File: config.mk
export PLATFORM = sky130hd
export DESIGN_NAME = ov7670_fb_reader_flat
export DESIGN_NICKNAME = d
export VERILOG_FILES = /design/src/rtl/ov7670_fb_reader_if.sv /design/src/rtl/ov7670_fb_reader.sv /design/src/flat_wrapper.sv
export SDC_FILE = /design/constraint.sdc
export NUM_CORES = 1
export LEC_CHECK = 0
export ABC_AREA = 1
export CAP_MARGIN = 20
export CORE_ASPECT_RATIO = 0.8
export CORE_UTILIZATION = 52
export DETAILED_ROUTE_END_ITERATION = 10
export PLACE_DENSITY = 0.85
export SLEW_MARGIN = 40
export SYNTH_ARGS = -nofsm -noshare
export SYNTH_HDL_FRONTEND = slang
export SYNTH_SLANG_ARGS = --single-unit
File: constraint.sdc
create_clock -name clk -period 2.8 [get_ports clk]
set_clock_uncertainty 0.15 [all_clocks]
set_input_delay 0.56 -clock clk [delete_from_list [all_inputs] [get_ports clk]]
set_output_delay 0.56 -clock clk [all_outputs]
set_load 0.005 [all_outputs]
File: src/rtl/ov7670_fb_reader_if.sv
// ----------------------------------------------------------------------------
// ov7670_fb_reader_if
// Purpose : groups the VGA timing inputs, the frame-buffer read port and the
//           delayed VGA/pixel outputs used by ov7670_fb_reader.
// Signals :
//   hcount_in, vcount_in  11  VGA raster counters
//   hsync_in, vsync_in     1  VGA sync
//   hblnk_in, vblnk_in     1  VGA blanking
//   fb_data               12  frame-buffer read data {R,G,B} (RGB444)
//   fb_addr               19  frame-buffer read address
//   rgb_out               12  pixel colour, zero while blanked
//   hsync_out, vsync_out,
//   hblnk_out, vblnk_out   1  timing aligned with rgb_out
// Modports: slave = the reader, master = the timing source / RAM / sink side.
// ----------------------------------------------------------------------------
interface ov7670_fb_reader_if;
    logic [10:0] hcount_in;
    logic [10:0] vcount_in;
    logic        hsync_in;
    logic        vsync_in;
    logic        hblnk_in;
    logic        vblnk_in;
    logic [11:0] fb_data;
    logic [18:0] fb_addr;
    logic [11:0] rgb_out;
    logic        hsync_out;
    logic        vsync_out;
    logic        hblnk_out;
    logic        vblnk_out;

    modport slave (
        input  hcount_in, vcount_in, hsync_in, vsync_in, hblnk_in, vblnk_in, fb_data,
        output fb_addr, rgb_out, hsync_out, vsync_out, hblnk_out, vblnk_out
    );

    modport master (
        output hcount_in, vcount_in, hsync_in, vsync_in, hblnk_in, vblnk_in, fb_data,
        input  fb_addr, rgb_out, hsync_out, vsync_out, hblnk_out, vblnk_out
    );
endinterface

File: src/rtl/ov7670_fb_reader.sv
// ----------------------------------------------------------------------------
// ov7670_fb_reader
// Purpose : reads the row-major RGB444 frame buffer filled by the OV7670
//           capture stage and streams it onto a 640x480 VGA raster. 320x240
//           and 160x120 frames are upscaled by pixel/line replication.
//           Addresses are generated incrementally (no multipliers).
// Ports   :
//   clk          VGA pixel clock
//   rst_n        asynchronous active-low reset
//   rez_160x120  buffer holds a 160x120 frame (wins over rez_320x240)
//   rez_320x240  buffer holds a 320x240 frame
//   fb_bus       ov7670_fb_reader_if.slave: VGA timing in, RAM read port,
//                RGB and delayed timing out
// Latency : rgb_out and *_out lag the VGA inputs by RAM_LATENCY+1 edges.
// ----------------------------------------------------------------------------
module ov7670_fb_reader #(
    parameter int unsigned H_ACTIVE    = 640,
    parameter int unsigned V_ACTIVE    = 480,
    parameter int unsigned RAM_LATENCY = 1
) (
    input  logic                     clk,
    input  logic                     rst_n,
    input  logic                     rez_160x120,
    input  logic                     rez_320x240,
    ov7670_fb_reader_if.slave        fb_bus
);

    localparam int unsigned DEPTH = RAM_LATENCY + 1;
    localparam int unsigned COL_W = $clog2(H_ACTIVE + 1);

    localparam logic [1:0] MODE_FULL = 2'd0;
    localparam logic [1:0] MODE_320  = 2'd1;
    localparam logic [1:0] MODE_160  = 2'd2;

    localparam logic [18:0] W_FULL = 19'(H_ACTIVE);
    localparam logic [18:0] W_320  = 19'(H_ACTIVE / 2);
    localparam logic [18:0] W_160  = 19'(H_ACTIVE / 4);

    localparam logic [18:0] MAX_FULL = 19'(H_ACTIVE * V_ACTIVE - 1);
    localparam logic [18:0] MAX_320  = 19'((H_ACTIVE / 2) * (V_ACTIVE / 2) - 1);
    localparam logic [18:0] MAX_160  = 19'((H_ACTIVE / 4) * (V_ACTIVE / 4) - 1);

    // ------------------------------------------------------------------------
    // State
    // ------------------------------------------------------------------------
    logic [1:0]       r_mode;
    logic             r_valid;       // a frame start has been seen since reset
    logic             r_hblnk_prev;
    logic [COL_W-1:0] r_col;
    logic [1:0]       r_hrep;
    logic [1:0]       r_vrep;
    logic [18:0]      r_row_base;
    logic [18:0]      r_fb_addr;
    logic [DEPTH-1:0] r_hs_pipe;
    logic [DEPTH-1:0] r_vs_pipe;
    logic [DEPTH-1:0] r_hb_pipe;
    logic [DEPTH-1:0] r_vb_pipe;

    // ------------------------------------------------------------------------
    // Combinational
    // ------------------------------------------------------------------------
    logic             w_frame_start;
    logic             w_active;
    logic             w_hblnk_rise;
    logic             w_valid;
    logic [1:0]       w_mode_new;
    logic [1:0]       w_mode;
    logic [1:0]       w_scale_m1;
    logic [18:0]      w_width;
    logic [18:0]      w_addr_max;
    logic [COL_W-1:0] w_col;
    logic [1:0]       w_hrep;
    logic [1:0]       w_vrep;
    logic [18:0]      w_row_base;
    logic [18:0]      w_addr;
    logic             w_hs_gated;
    logic             w_vs_gated;
    logic             w_hb_gated;
    logic             w_vb_gated;
    logic             w_blank_out;

    assign w_frame_start = (fb_bus.hcount_in == 11'd0) && (fb_bus.vcount_in == 11'd0);
    assign w_active      = !fb_bus.hblnk_in && !fb_bus.vblnk_in;
    assign w_hblnk_rise  = fb_bus.hblnk_in && !r_hblnk_prev;
    assign w_valid       = r_valid || w_frame_start;

    assign w_mode_new = rez_160x120 ? MODE_160 : (rez_320x240 ? MODE_320 : MODE_FULL);
    // The frame-start pixel itself already uses the newly latched mode.
    assign w_mode     = w_frame_start ? w_mode_new : r_mode;

    always_comb begin
        w_scale_m1 = 2'd0;
        w_width    = W_FULL;
        w_addr_max = MAX_FULL;
        unique case (w_mode)
            MODE_160: begin
                w_scale_m1 = 2'd3;
                w_width    = W_160;
                w_addr_max = MAX_160;
            end
            MODE_320: begin
                w_scale_m1 = 2'd1;
                w_width    = W_320;
                w_addr_max = MAX_320;
            end
            default: begin
                w_scale_m1 = 2'd0;
                w_width    = W_FULL;
                w_addr_max = MAX_FULL;
            end
        endcase
    end

    // Counter values as seen by the current pixel: a frame start restarts the
    // raster so pixel (0,0) reads address 0 whatever the counters held.
    assign w_col      = w_frame_start ? '0 : r_col;
    assign w_hrep     = w_frame_start ? 2'd0 : r_hrep;
    assign w_vrep     = w_frame_start ? 2'd0 : r_vrep;
    assign w_row_base = w_frame_start ? 19'd0 : r_row_base;

    assign w_addr = w_row_base + {{(19 - COL_W){1'b0}}, w_col};

    // Until the first frame start the timing pipe is fed its reset values so
    // that the output stays blanked.
    assign w_hs_gated = w_valid ? fb_bus.hsync_in : 1'b0;
    assign w_vs_gated = w_valid ? fb_bus.vsync_in : 1'b0;
    assign w_hb_gated = w_valid ? fb_bus.hblnk_in : 1'b1;
    assign w_vb_gated = w_valid ? fb_bus.vblnk_in : 1'b1;

    // ------------------------------------------------------------------------
    // Sequential
    // ------------------------------------------------------------------------
    always_ff @(posedge clk or negedge rst_n) begin
        if (!rst_n) begin
            r_mode       <= MODE_FULL;
            r_valid      <= 1'b0;
            r_hblnk_prev <= 1'b1;
            r_col        <= '0;
            r_hrep       <= 2'd0;
            r_vrep       <= 2'd0;
            r_row_base   <= 19'd0;
            r_fb_addr    <= 19'd0;
            r_hs_pipe    <= '0;
            r_vs_pipe    <= '0;
            r_hb_pipe    <= '1;
            r_vb_pipe    <= '1;
        end else begin
            r_mode       <= w_mode;
            r_valid      <= w_valid;
            r_hblnk_prev <= fb_bus.hblnk_in;

            // Horizontal: the column only moves on active pixels, so extra
            // blanking cycles on long lines never advance it.
            if (w_hblnk_rise) begin
                r_col  <= '0;
                r_hrep <= 2'd0;
            end else if (w_active) begin
                if (w_hrep == w_scale_m1) begin
                    r_hrep <= 2'd0;
                    r_col  <= w_col + COL_W'(1);
                end else begin
                    r_hrep <= w_hrep + 2'd1;
                    r_col  <= w_col;
                end
            end else begin
                r_col  <= w_col;
                r_hrep <= w_hrep;
            end

            // Vertical: one step per displayed line, taken at its hblnk rise.
            if (w_hblnk_rise && !fb_bus.vblnk_in) begin
                if (w_vrep == w_scale_m1) begin
                    r_vrep     <= 2'd0;
                    r_row_base <= w_row_base + w_width;
                end else begin
                    r_vrep     <= w_vrep + 2'd1;
                    r_row_base <= w_row_base;
                end
            end else begin
                r_vrep     <= w_vrep;
                r_row_base <= w_row_base;
            end

            // Address holds through blanking.
            if (w_valid && w_active) begin
                r_fb_addr <= w_addr;
            end

            r_hs_pipe <= {r_hs_pipe[DEPTH-2:0], w_hs_gated};
            r_vs_pipe <= {r_vs_pipe[DEPTH-2:0], w_vs_gated};
            r_hb_pipe <= {r_hb_pipe[DEPTH-2:0], w_hb_gated};
            r_vb_pipe <= {r_vb_pipe[DEPTH-2:0], w_vb_gated};
        end
    end

    // ------------------------------------------------------------------------
    // Outputs
    // ------------------------------------------------------------------------
    // The RAM's own read register is the final pixel stage, so rgb_out is only
    // masked here; this keeps the total lag at RAM_LATENCY+1.
    assign w_blank_out = r_hb_pipe[DEPTH-1] || r_vb_pipe[DEPTH-1];

    assign fb_bus.fb_addr   = r_fb_addr;
    assign fb_bus.rgb_out   = w_blank_out ? 12'h000 : fb_bus.fb_data;
    assign fb_bus.hsync_out = r_hs_pipe[DEPTH-1];
    assign fb_bus.vsync_out = r_vs_pipe[DEPTH-1];
    assign fb_bus.hblnk_out = r_hb_pipe[DEPTH-1];
    assign fb_bus.vblnk_out = r_vb_pipe[DEPTH-1];

    // The generated address must stay inside the frame of the active mode.
    a_addr_range: assert property (@(posedge clk) disable iff (!rst_n)
        (w_valid && w_active) |-> (w_addr <= w_addr_max));

endmodule
File: src/flat_wrapper.sv
// flat-port wrapper written by rule: the top's interface ports become plain ports
module ov7670_fb_reader_flat 
#(
    parameter int unsigned H_ACTIVE    = 640,
    parameter int unsigned V_ACTIVE    = 480,
    parameter int unsigned RAM_LATENCY = 1
)
  (clk, rst_n, rez_160x120, rez_320x240, fb_bus_hcount_in, fb_bus_vcount_in, fb_bus_hsync_in, fb_bus_vsync_in, fb_bus_hblnk_in, fb_bus_vblnk_in, fb_bus_fb_data, fb_bus_fb_addr, fb_bus_rgb_out, fb_bus_hsync_out, fb_bus_vsync_out, fb_bus_hblnk_out, fb_bus_vblnk_out);
  ov7670_fb_reader_if fb_bus_i ();
  input  logic clk;
  input  logic rst_n;
  input  logic rez_160x120;
  input  logic rez_320x240;
  input wire logic [$bits(fb_bus_i.hcount_in)-1:0] fb_bus_hcount_in;
  input wire logic [$bits(fb_bus_i.vcount_in)-1:0] fb_bus_vcount_in;
  input wire logic [$bits(fb_bus_i.hsync_in)-1:0] fb_bus_hsync_in;
  input wire logic [$bits(fb_bus_i.vsync_in)-1:0] fb_bus_vsync_in;
  input wire logic [$bits(fb_bus_i.hblnk_in)-1:0] fb_bus_hblnk_in;
  input wire logic [$bits(fb_bus_i.vblnk_in)-1:0] fb_bus_vblnk_in;
  input wire logic [$bits(fb_bus_i.fb_data)-1:0] fb_bus_fb_data;
  output wire logic [$bits(fb_bus_i.fb_addr)-1:0] fb_bus_fb_addr;
  output wire logic [$bits(fb_bus_i.rgb_out)-1:0] fb_bus_rgb_out;
  output wire logic [$bits(fb_bus_i.hsync_out)-1:0] fb_bus_hsync_out;
  output wire logic [$bits(fb_bus_i.vsync_out)-1:0] fb_bus_vsync_out;
  output wire logic [$bits(fb_bus_i.hblnk_out)-1:0] fb_bus_hblnk_out;
  output wire logic [$bits(fb_bus_i.vblnk_out)-1:0] fb_bus_vblnk_out;
  assign fb_bus_i.hcount_in = fb_bus_hcount_in;
  assign fb_bus_i.vcount_in = fb_bus_vcount_in;
  assign fb_bus_i.hsync_in = fb_bus_hsync_in;
  assign fb_bus_i.vsync_in = fb_bus_vsync_in;
  assign fb_bus_i.hblnk_in = fb_bus_hblnk_in;
  assign fb_bus_i.vblnk_in = fb_bus_vblnk_in;
  assign fb_bus_i.fb_data = fb_bus_fb_data;
  assign fb_bus_fb_addr = fb_bus_i.fb_addr;
  assign fb_bus_rgb_out = fb_bus_i.rgb_out;
  assign fb_bus_hsync_out = fb_bus_i.hsync_out;
  assign fb_bus_vsync_out = fb_bus_i.vsync_out;
  assign fb_bus_hblnk_out = fb_bus_i.hblnk_out;
  assign fb_bus_vblnk_out = fb_bus_i.vblnk_out;
  ov7670_fb_reader #(.H_ACTIVE(H_ACTIVE), .V_ACTIVE(V_ACTIVE), .RAM_LATENCY(RAM_LATENCY)) u_core (.clk(clk), .rst_n(rst_n), .rez_160x120(rez_160x120), .rez_320x240(rez_320x240), .fb_bus(fb_bus_i));
endmodule
==> flow_summary_export.csv, run 1 <==
group,metric,value,unit
flow_run,cap_violations,0,
floorplanning,die_h,79.96,um
timing,worst_pin_slew,0.4733,ns
critical_path,ff2ff_setup_slack,0.31,ns
floorplanning,fp.dieW,99.45,um
timing,setup_viol,24,
synthesis,synth_xor_area_share,3.104,%
cells_and_area,n_antenna_cell,0,
critical_path,end_kind,"flop",
clock_network,root_buffer,"clkbuf_8",
clock_network,clkTransAtPathRegs,0.09,ns
timing,timing.slew.headroom,68.40,%
cells_and_area,design_area,6499,um2
synthesis,synth_cell_types,32,
critical_path,arrival,3.15,ns
synthesis,synthAdderAreaFrac,6.715,%
floorplanning,design.die.area,7951,um2
critical_path,worst-setup-path-type,"input pin to flop",
critical_path,crit_fanout,8,
synthesis,synthTopCellsByArea,"dfrtp_1, nand2_1, inv_1",
power,p_per_area,502.4,nW/um2
placement,dpl.cell_count,799,
grt,grt_usage,38.31,%
clock_network,cts_tree,"yes",
synthesis,ys_ff_latch,64,
power,worst_ir_drop_vdd,0.5217,mV
placement,dp_hpwl,8057,um
synthesis,synth_area_per_cell,7.315,um2
critical_path,rr_worst_depth,14,
synthesis,yosysWarnings,0,
cells_and_area,post_layout_nonfiller_instances,841,
cells_and_area,nets,793,
synthesis,synth_top_family_by_area,"simple AND/OR/NAND/NOR gates",
placement,gp_routability_congestion,0.9107,
route,drtAntennaViolNets,0,
floorplanning,core_area,7392,um2
clock_network,h-tree-depth,3,
timing,finalHoldViolCount,0,
grt,grt_pass1_vias,4807,
clock_network,cts_buffers,9,
clock_network,clkSinkCount,64,
synthesis,post-synth-top-area-cell,"dfrtp_1",
placement,placed_area,5698,um2
floorplanning,start_util,53.44,%
synthesis,ys_seq_area_share,40.70,%
route,route.vias.total,5057,
synthesis,synthesis.area,3950,um2
synthesis,synth_top_cell_area_share,37.38,%
route,drt_first_pass_iters,6,
critical_path,reg2reg_to,"u_core.fb_bus.fb_addr[16]",
floorplanning,pin_count,77,
critical_path,r2r-start,"u_core.r_col[5]",
synthesis,synth.area.mux_share,0,%
route,finalWirelength,18020,um
power,report.power.total,3.265,mW
worst_hold_path,hp-class,"input pin to async pin",
critical_path,critPathLaunchType,"input pin",
synthesis,synthesis.nets,602,
clock_network,clock_latency,0.37,ns
timing,slew_viol_final,0,
placement,portBuffers,76,
clock_network,cts_buffer_depth,2,
outcome,violations,"negative setup slack",
critical_path,required,2.89,ns
timing,setup_ws,-0.2546,ns
floorplanning,rows,28,
grt,grt_overflow,0,
placement,pre_cts_ws,-0.7828,ns
route,wl_per_cell,21.43,um
route,first_iter_violations,743,
cells_and_area,fill_cells,306,
timing,period_needed,3.055,ns
grt,grt_pass1_wl,23070,um
timing,timing.fmax,327.4,MHz
cells_and_area,drive_above_1_share,41.44,%
grt,grt_max_degree,65,
synthesis,synthSimpleGateAreaFrac,32.85,%
route,drc_errors,0,
cells_and_area,multi_input_comb_area,2604,um2
grt,antenna_found_initial,0,
outcome,status,"finished with violations",
cells_and_area,area_growth,64.52,%
synthesis,synth_compound_area_share,7.222,%
cells_and_area,register_area,1608,um2
timing,rsz0062_at_grt,"yes",
route,vias_per_cell,6.013,
power,cellLeakagePower,3.328,nW
synthesis,synthCells,540,
timing,fin_crit_sh,109.1,%
placed cells by master, fill, tap and decap left out, types with 3 or more instances in the layout:
cell / Yosys / routed
nand2_4: 2 / 8
o21ai_0: 21 / 10
o21ai_1: 5 / 12
ha_4: 0 / 17
buf_2: 6 / 10
dfstp_2: 5 / 5
buf_4: 0 / 101
buf_6: 1 / 11
o21bai_1: 3 / 3
a21oi_4: 0 / 5
dfrtp_1: 59 / 59
buf_12: 0 / 3
clkbuf_8: 0 / 11
inv_4: 0 / 5
nand2_1: 166 / 125
a21oi_2: 0 / 6
xnor2_1: 4 / 3
clkdlybuf4s50_1: 0 / 53
nand2_2: 3 / 38
inv_2: 4 / 21
or2_2: 3 / 3
nor2_4: 5 / 8
a31oi_1: 4 / 3
inv_1: 82 / 58
nand3_1: 30 / 21
nand3_4: 2 / 5
nor2_1: 62 / 51
nand3_2: 3 / 9
xor2_1: 10 / 9
a21oi_1: 17 / 6
nand4_1: 8 / 8
clkbuf_2: 0 / 9
nor2_2: 3 / 11
registers in the layout, indices dropped and copies added, names as in the netlist:
| name | cells |
|---|---|
| u_core.fb_bus.fb_addr | 19 |
| u_core.r_col | 10 |
| u_core.r_hb_pipe | 2 |
| u_core.r_hblnk_prev | 1 |
| u_core.r_hrep | 2 |
| u_core.r_hs_pipe | 2 |
| u_core.r_mode | 2 |
| u_core.r_row_base | 19 |
| u_core.r_valid | 1 |
| u_core.r_vb_pipe | 2 |
| u_core.r_vrep | 2 |
| u_core.r_vs_pipe | 2 |
Yosys cell counts:
library cell and number:
or2_1 1, nor2_1 62, nand2_4 2, fa_1 2, dfrtp_1 59, a21o_1 1, nand3_1 30, buf_6 1
nand2_1 166, inv_1 82, dfstp_2 5, a31oi_1 4, inv_2 4, nor2_4 5, nand3b_1 2, buf_2 6
o21bai_1 3, nor2_2 3, xnor2_1 4, nor3_1 4, xor2_1 10, clkbuf_1 2, nand4_1 8, a21boi_0 2
a21oi_1 17, o21ai_0 21, ha_1 18, nand3_2 3, or2_2 3, nand2_2 3, nand3_4 2, o21ai_1 5
repair_timing:
| action | in CTS | in global routing |
|---|---|---|
| gates resized for setup | 127 | 76 |
| setup endpoints to repair | 43 | 44 |
| setup buffers | 12 | 16 |
| hold buffers | 0 | 0 |
| gates cloned | 2 | 0 |
| pin swaps | 60 | 63 |
layout make-up:
class	instances	area share [%]
clock buffers	13	2.445
repair buffers	189	24.43
well taps	105	2.022
flip-flops and latches	64	24.74
inverters	86	5.295
clock inverters	3	1.001
multi-input cells	381	40.07
critical path, cell delays in order:
cell and delay, ns:
clkdlybuf4s15_1 0.18, nor2_1 0.10, nand2_1 0.07, nor2_2 0.12, nand3_4 0.12, buf_4 0.18
buf_6 0.16, nand2_2 0.10, inv_2 0.06, ha_4 0.29, buf_4 0.13, buf_4 0.13
nand3_1 0.09, nand2_1 0.11, a21boi_2 0.08, o21bai_1 0.24, a21oi_1 0.14, o21ai_1 0.16
nand2_1 0.11
metrics by stage:
stage / util, % / setup TNS, ns / hold slack (ns)
after global routing: 87.91 / -6.962 / 0.06492
after global placement: 77.08 / -21.14 / 0.1834
after detailed placement: 77.08 / -25.27 / 0.1847
final: 87.91 / -2.963 / 0.04637
after CTS: 84.66 / -0.5055 / 0.07460
after floorplan: - / -6.730 / 0.1144
power by group:
group	leakage (nW)	switching [mW]	total (mW)	internal (mW)
logic	2.38	0.638	1.23	0.593
clock network	0.114	0.408	0.958	0.550
registers	0.837	0.0601	1.08	1.02
cells by family (layout without fill, tap and decap cells):
| group | count (synthesis) | in the layout |
|---|---|---|
| and+or+nand+nor | 294 | 294 |
| xor gates and xnor gates | 14 | 14 |
| adders and majority gates | 20 | 20 |
| AOI/OAI and AO/OA | 53 | 53 |
| DFF | 64 | 64 |
| buffers and inverters | 95 | 291 |
per-layer routing:
metal	up-vias	part of all wire, %	track usage, %
li1	2055	-	-
met1	2280	33	40.56
met2	516	46	66.18
met3	206	11	11.03
met4	0	9.7	27.21
met5	-	0	0
worst max path at each step:
stage          slack [ns]                         to  cells after the start                start
2_1_floorplan       -0.50      u_core.r_row_base[13]                     21  fb_bus_vcount_in[0]
3_3_place_gp        -0.69      u_core.r_row_base[13]                     21  fb_bus_hcount_in[5]
3_5_place_dp        -0.78      u_core.r_row_base[13]                     21  fb_bus_hcount_in[5]
4_1_cts             -0.10      u_core.r_row_base[13]                     20  fb_bus_vcount_in[1]
5_1_grt             -0.40  u_core.fb_bus.fb_addr[16]                     20  fb_bus_vcount_in[2]
6_report            -0.25   u_core.fb_bus.fb_addr[7]                     19  fb_bus_vcount_in[2]
Power figures use the tool's default switching activity.
==> inputs of run 2 (changes only) <==
- ABC_CLOCK_PERIOD_IN_PS: default -> 2800
==> results of run 2 <==
No change in the layout: final DEF, timing and power equal those of run 1.
==> inputs of run 3 (changes only) <==
- CAP_MARGIN: 20 -> default
- CORE_MARGIN: default -> 3
- SETUP_SLACK_MARGIN: default -> 0.5
==> run 3 against run 2 <==
Against the previous run:
- the run now fails in global routing (5_1_grt)
- synthesized area unchanged
- synthesized cell count unchanged
==> flow_summary_export.csv, run 3 <==
group,metric,value,unit
placement,dp_hpwl,8779,um
synthesis,synth_area_per_cell,7.315,um2
floorplanning,rows,27,
placement,gp_routability_congestion,0.9187,
synthesis,synthesis.nets,602,
floorplanning,fp.dieW,103.4,um
synthesis,synth_top_cell_area_share,37.38,%
floorplanning,start_util,55.42,%
outcome,stop_stage,"global routing (5_1_grt)",
outcome,status,"did not finish",
synthesis,synth_commonest_cells,"nand2_1, inv_1, nor2_1",
outcome,error_line,"[ERROR DPL-0038] Utilization greater than 100%, impossible to legalize",
floorplanning,pin_count,77,
placement,pre_cts_ws,-0.8341,ns
synthesis,synth_enable_flop_cells,0,
clock_network,root_buffer,"clkbuf_8",
clock_network,cts_buffer_depth,2,
synthesis,post-synth-top-area-cell,"dfrtp_1",
clock_network,h-tree-depth,3,
clock_network,cts_buffers,9,
synthesis,yosysWarnings,0,
synthesis,synth.most_common_cell,"nand2_1",
synthesis,ys_ff_latch,64,
synthesis,synthesis.area,3950,um2
floorplanning,die_h,83.96,um
clock_network,cts_hold_buf,0,
synthesis,async_flop_share,100.0,%
synthesis,synthCells,540,
timing,crit_endpoint,"u_core.r_row_base[10]$_DFF_PN0_/D",
clock_network,clkSinkCount,64,
synthesis,synth_cell_types,32,
timing,worst-ep-kind,"sequential cell input",
synthesis,synthTopCellsByArea,"dfrtp_1, nand2_1, inv_1",
placement,portBuffers,76,
grt,grt_max_degree,41,
synthesis,synth_flop_cell,"dfrtp_1",
synthesis,ys_seq_area_share,40.70,%
run 3: through the flow:
| stage | std cells | TNS, ns | cell area (um2) | utilization [%] |
|---|---|---|---|---|
| 2_1_floorplan | 540 | -6.749 | 4207 | - |
| 3_3_place_gp | 795 | -21.01 | 5731 | 80.39 |
| 3_5_place_dp | 795 | -25.94 | 5731 | 80.39 |
| 4_1_cts | 832 | -1.023 | 6471 | 90.78 |
run 3: kinds of logic after synthesis:
logic type                 synth area share (%)
and+or+nand+nor                           32.85
DFF                                       40.70
buffers and inverters                     9.408
adders and majority gates                 6.715
AOI/OAI and AO/OA                         7.222
xor gates and xnor gates                  3.104
run 3: what timing repair did:
action,CTS
gates cloned,2
gates resized for setup,182
pin swaps,72
setup buffers,19
endpoints found under the setup margin,59
==> inputs of run 4 (changes only) <==
- CORE_ASPECT_RATIO: 0.8 -> default
- CORE_UTILIZATION: 52 -> 40
- PLACE_DENSITY: 0.85 -> default
- PLACE_DENSITY_LB_ADDON: default -> 0.15
- SETUP_SLACK_MARGIN: 0.5 -> default
==> run 4 against run 3 <==
Against the previous run:
- the flow now finishes, with violations (negative setup slack)
==> flow_summary_export.csv, run 4 (synthesis gave the netlist of run 1 again) <==
group,metric,value,unit
route,route.vias.total,4018,
clock_network,root_buffer,"clkbuf_8",
timing,slew_viol_final,0,
power,pwr-share-seq,37.0,%
power,cellLeakagePower,3.196,nW
route,vias_per_cell,4.744,
route,wl_per_cell,13.19,um
cells_and_area,mostFrequentLayoutCells,"nand2_1, buf_4, inv_1, dfrtp_1, nor2_1",
grt,grt_max_degree,25,
grt,grt_usage,20.28,%
clock_network,clkSinkCount,64,
critical_path,cp_cell_sequence,"buf_6 > or2_1 > nor2_2 > nand3_4 > nor2_4 > inv_2 > o21ai_4 > inv_2 > ha_4 > ha_4 > fa_2 > nand3_2 > nand2_2 > nand2_2 > nand2_2 > nand3_2 > nor2_4 > nand2_2 > xor2_1 > inv_1",
timing,setup_viol,5,
cells_and_area,n_antenna_cell,0,
timing,setup_ws,-0.1042,ns
timing,worst_pin_slew,0.5446,ns
clock_network,clock_latency,0.35,ns
critical_path,required,2.88,ns
power,p_int,1.950,mW
outcome,violations,"negative setup slack",
power,sw_frac_of_total,32.02,%
route,first_iter_violations,199,
critical_path,crit_family,"simple AND/OR/NAND/NOR gates",
critical_path,crit_fanout,5,
power,combPwrFrac,35.3,%
floorplanning,design.die.area,11100,um2
critical_path,cp_num_buf_inv,4,
grt,grt_overflow,0,
floorplanning,core_area,9415,um2
outcome,status,"finished with violations",
timing,finalHoldViolCount,0,
timing,rsz0062_at_grt,"yes",
clock_network,cts_hold_buf,0,
grt,grt_pass1_vias,3971,
clock_network,cts_tree,"yes",
clock_network,h-tree-depth,3,
clock_network,clkTransAtPathRegs,0.07,ns
cells_and_area,area_growth,54.99,%
clock_network,cts_buffer_depth,2,
worst_hold_path,hp-class,"input pin to async pin",
route,drt_first_pass_iters,4,
floorplanning,die_h,105.4,um
placement,dp_hpwl,7993,um
route,drc_errors,0,
power,p_per_area,468.5,nW/um2
timing,period_needed,2.904,ns
placement,gp_routability_congestion,0.8391,
timing,timing.fmax,344.3,MHz
placement,placed_area,5728,um2
route,finalWirelength,11170,um
floorplanning,pin_count,77,
power,worst_ir_drop_vdd,0.3175,mV
clock_network,cts_buffers,9,
floorplanning,rows,35,
grt,grt_pass1_wl,18460,um
cells_and_area,post-route-util,65.02,%
route,drtAntennaViolNets,0,
timing,fin_crit_sh,103.7,%
grt,antenna_found_initial,0,
cells_and_area,final_common_cell,"nand2_1",
critical_path,cp_slowest_cell,"fa_2",
cells_and_area,nets,775,
critical_path,end_kind,"flop",
placement,portBuffers,76,
timing,timing.slew.headroom,63.69,%
critical_path,critPathLaunchType,"input pin",
cells_and_area,design_area,6122,um2
critical_path,critPathMostFrequentCell,"nand2_2",
critical_path,arrival,2.99,ns
power,pwr-share-clk,27.7,%
floorplanning,fp.dieW,105.4,um
critical_path,max_stage_delay,0.37,ns
cells_and_area,drive_above_1_share,34.68,%
power,power.switching,918.3,uW
flow_run,cap_violations,0,
critical_path,worst-setup-path-type,"input pin to flop",
floorplanning,start_util,41.95,%
[run 4: timing repair]
action / in CTS / in global routing
endpoints found under the hold margin: 0 / 0
setup endpoints to repair: 39 / 25
setup buffers: 2 / 6
pin swaps: 30 / 49
cloned: 1 / 1
gates resized for setup: 68 / 70
[run 4: per-layer routing]
metal	share of wire (%)	track usage [%]	up-vias
li1	-	-	2029
met1	44	25.54	1874
met2	50	35.47	96
met3	4.7	4.409	19
met4	1.9	4.686	0
met5	0	0	-
[run 4: final cells by class]
class / instances / area (um2)
Clock buffer: 11 / 131.4
Clock inverter: 5 / 57.56
Fill cell: 802 / 3293
Inverter: 86 / 322.8
Multi-Input combinational cell: 381 / 2410
Sequential cell: 64 / 1608
Tap cell: 129 / 161.4
Timing Repair Buffer: 171 / 1431
[run 4: path summary, 6_finish.rpt]
path                                           from                        end  slack, ns  cells past startpoint
worst max register to register     u_core.r_mode[1]      u_core.r_row_base[13]       0.54                     15
worst max-delay path            fb_bus_vcount_in[1]      u_core.r_row_base[13]      -0.10                     20
min in group clk                u_core.r_hs_pipe[0]        u_core.r_hs_pipe[1]       0.20                      0
worst min register to register  u_core.r_hs_pipe[0]        u_core.r_hs_pipe[1]       0.20                      0
worst min-delay path                          rst_n            u_core.r_col[5]       0.05                      1
max in group asynchronous                     rst_n  u_core.fb_bus.fb_addr[13]       1.71                      2
[run 4: worst reg2reg max path: cells and delay by family (launching register included)]
family                   cells  cell delay [ns]
flip-flops                   1             0.32
buffers and inverters        4             0.32
AO/OA/AOI/OAI                1             0.21
XOR/XNOR                     1             0.13
adder cells (fa/ha/maj)      2             0.53
AND/OR/NAND/NOR              7             0.49
[run 4: through the flow]
step	worst slack, ns	std cells	hold WS, ns	TNS, ns	power (mW)
floorplan	-0.4952	540	0.1144	-6.730	1.512
global placement	-0.7397	823	0.1822	-21.49	1.937
detailed placement	-0.7631	823	0.1873	-23.39	1.964
CTS	-0.04783	842	0.04791	-0.08553	2.780
global route	-0.2130	847	0.07426	-1.611	3.033
finish	-0.1042	847	0.04684	-0.2737	2.868
[run 4: power groups by stage]
stage | sequential [mW] | combinational (mW) | clock [mW]
4_1_cts | 1.05 | 0.913 | 0.812
3_5_place_dp | 1.07 | 0.892 | 0
5_1_grt | 1.07 | 1.11 | 0.853
6_report | 1.06 | 1.01 | 0.794
3_3_place_gp | 1.07 | 0.869 | 0
2_1_floorplan | 1.07 | 0.442 | 0
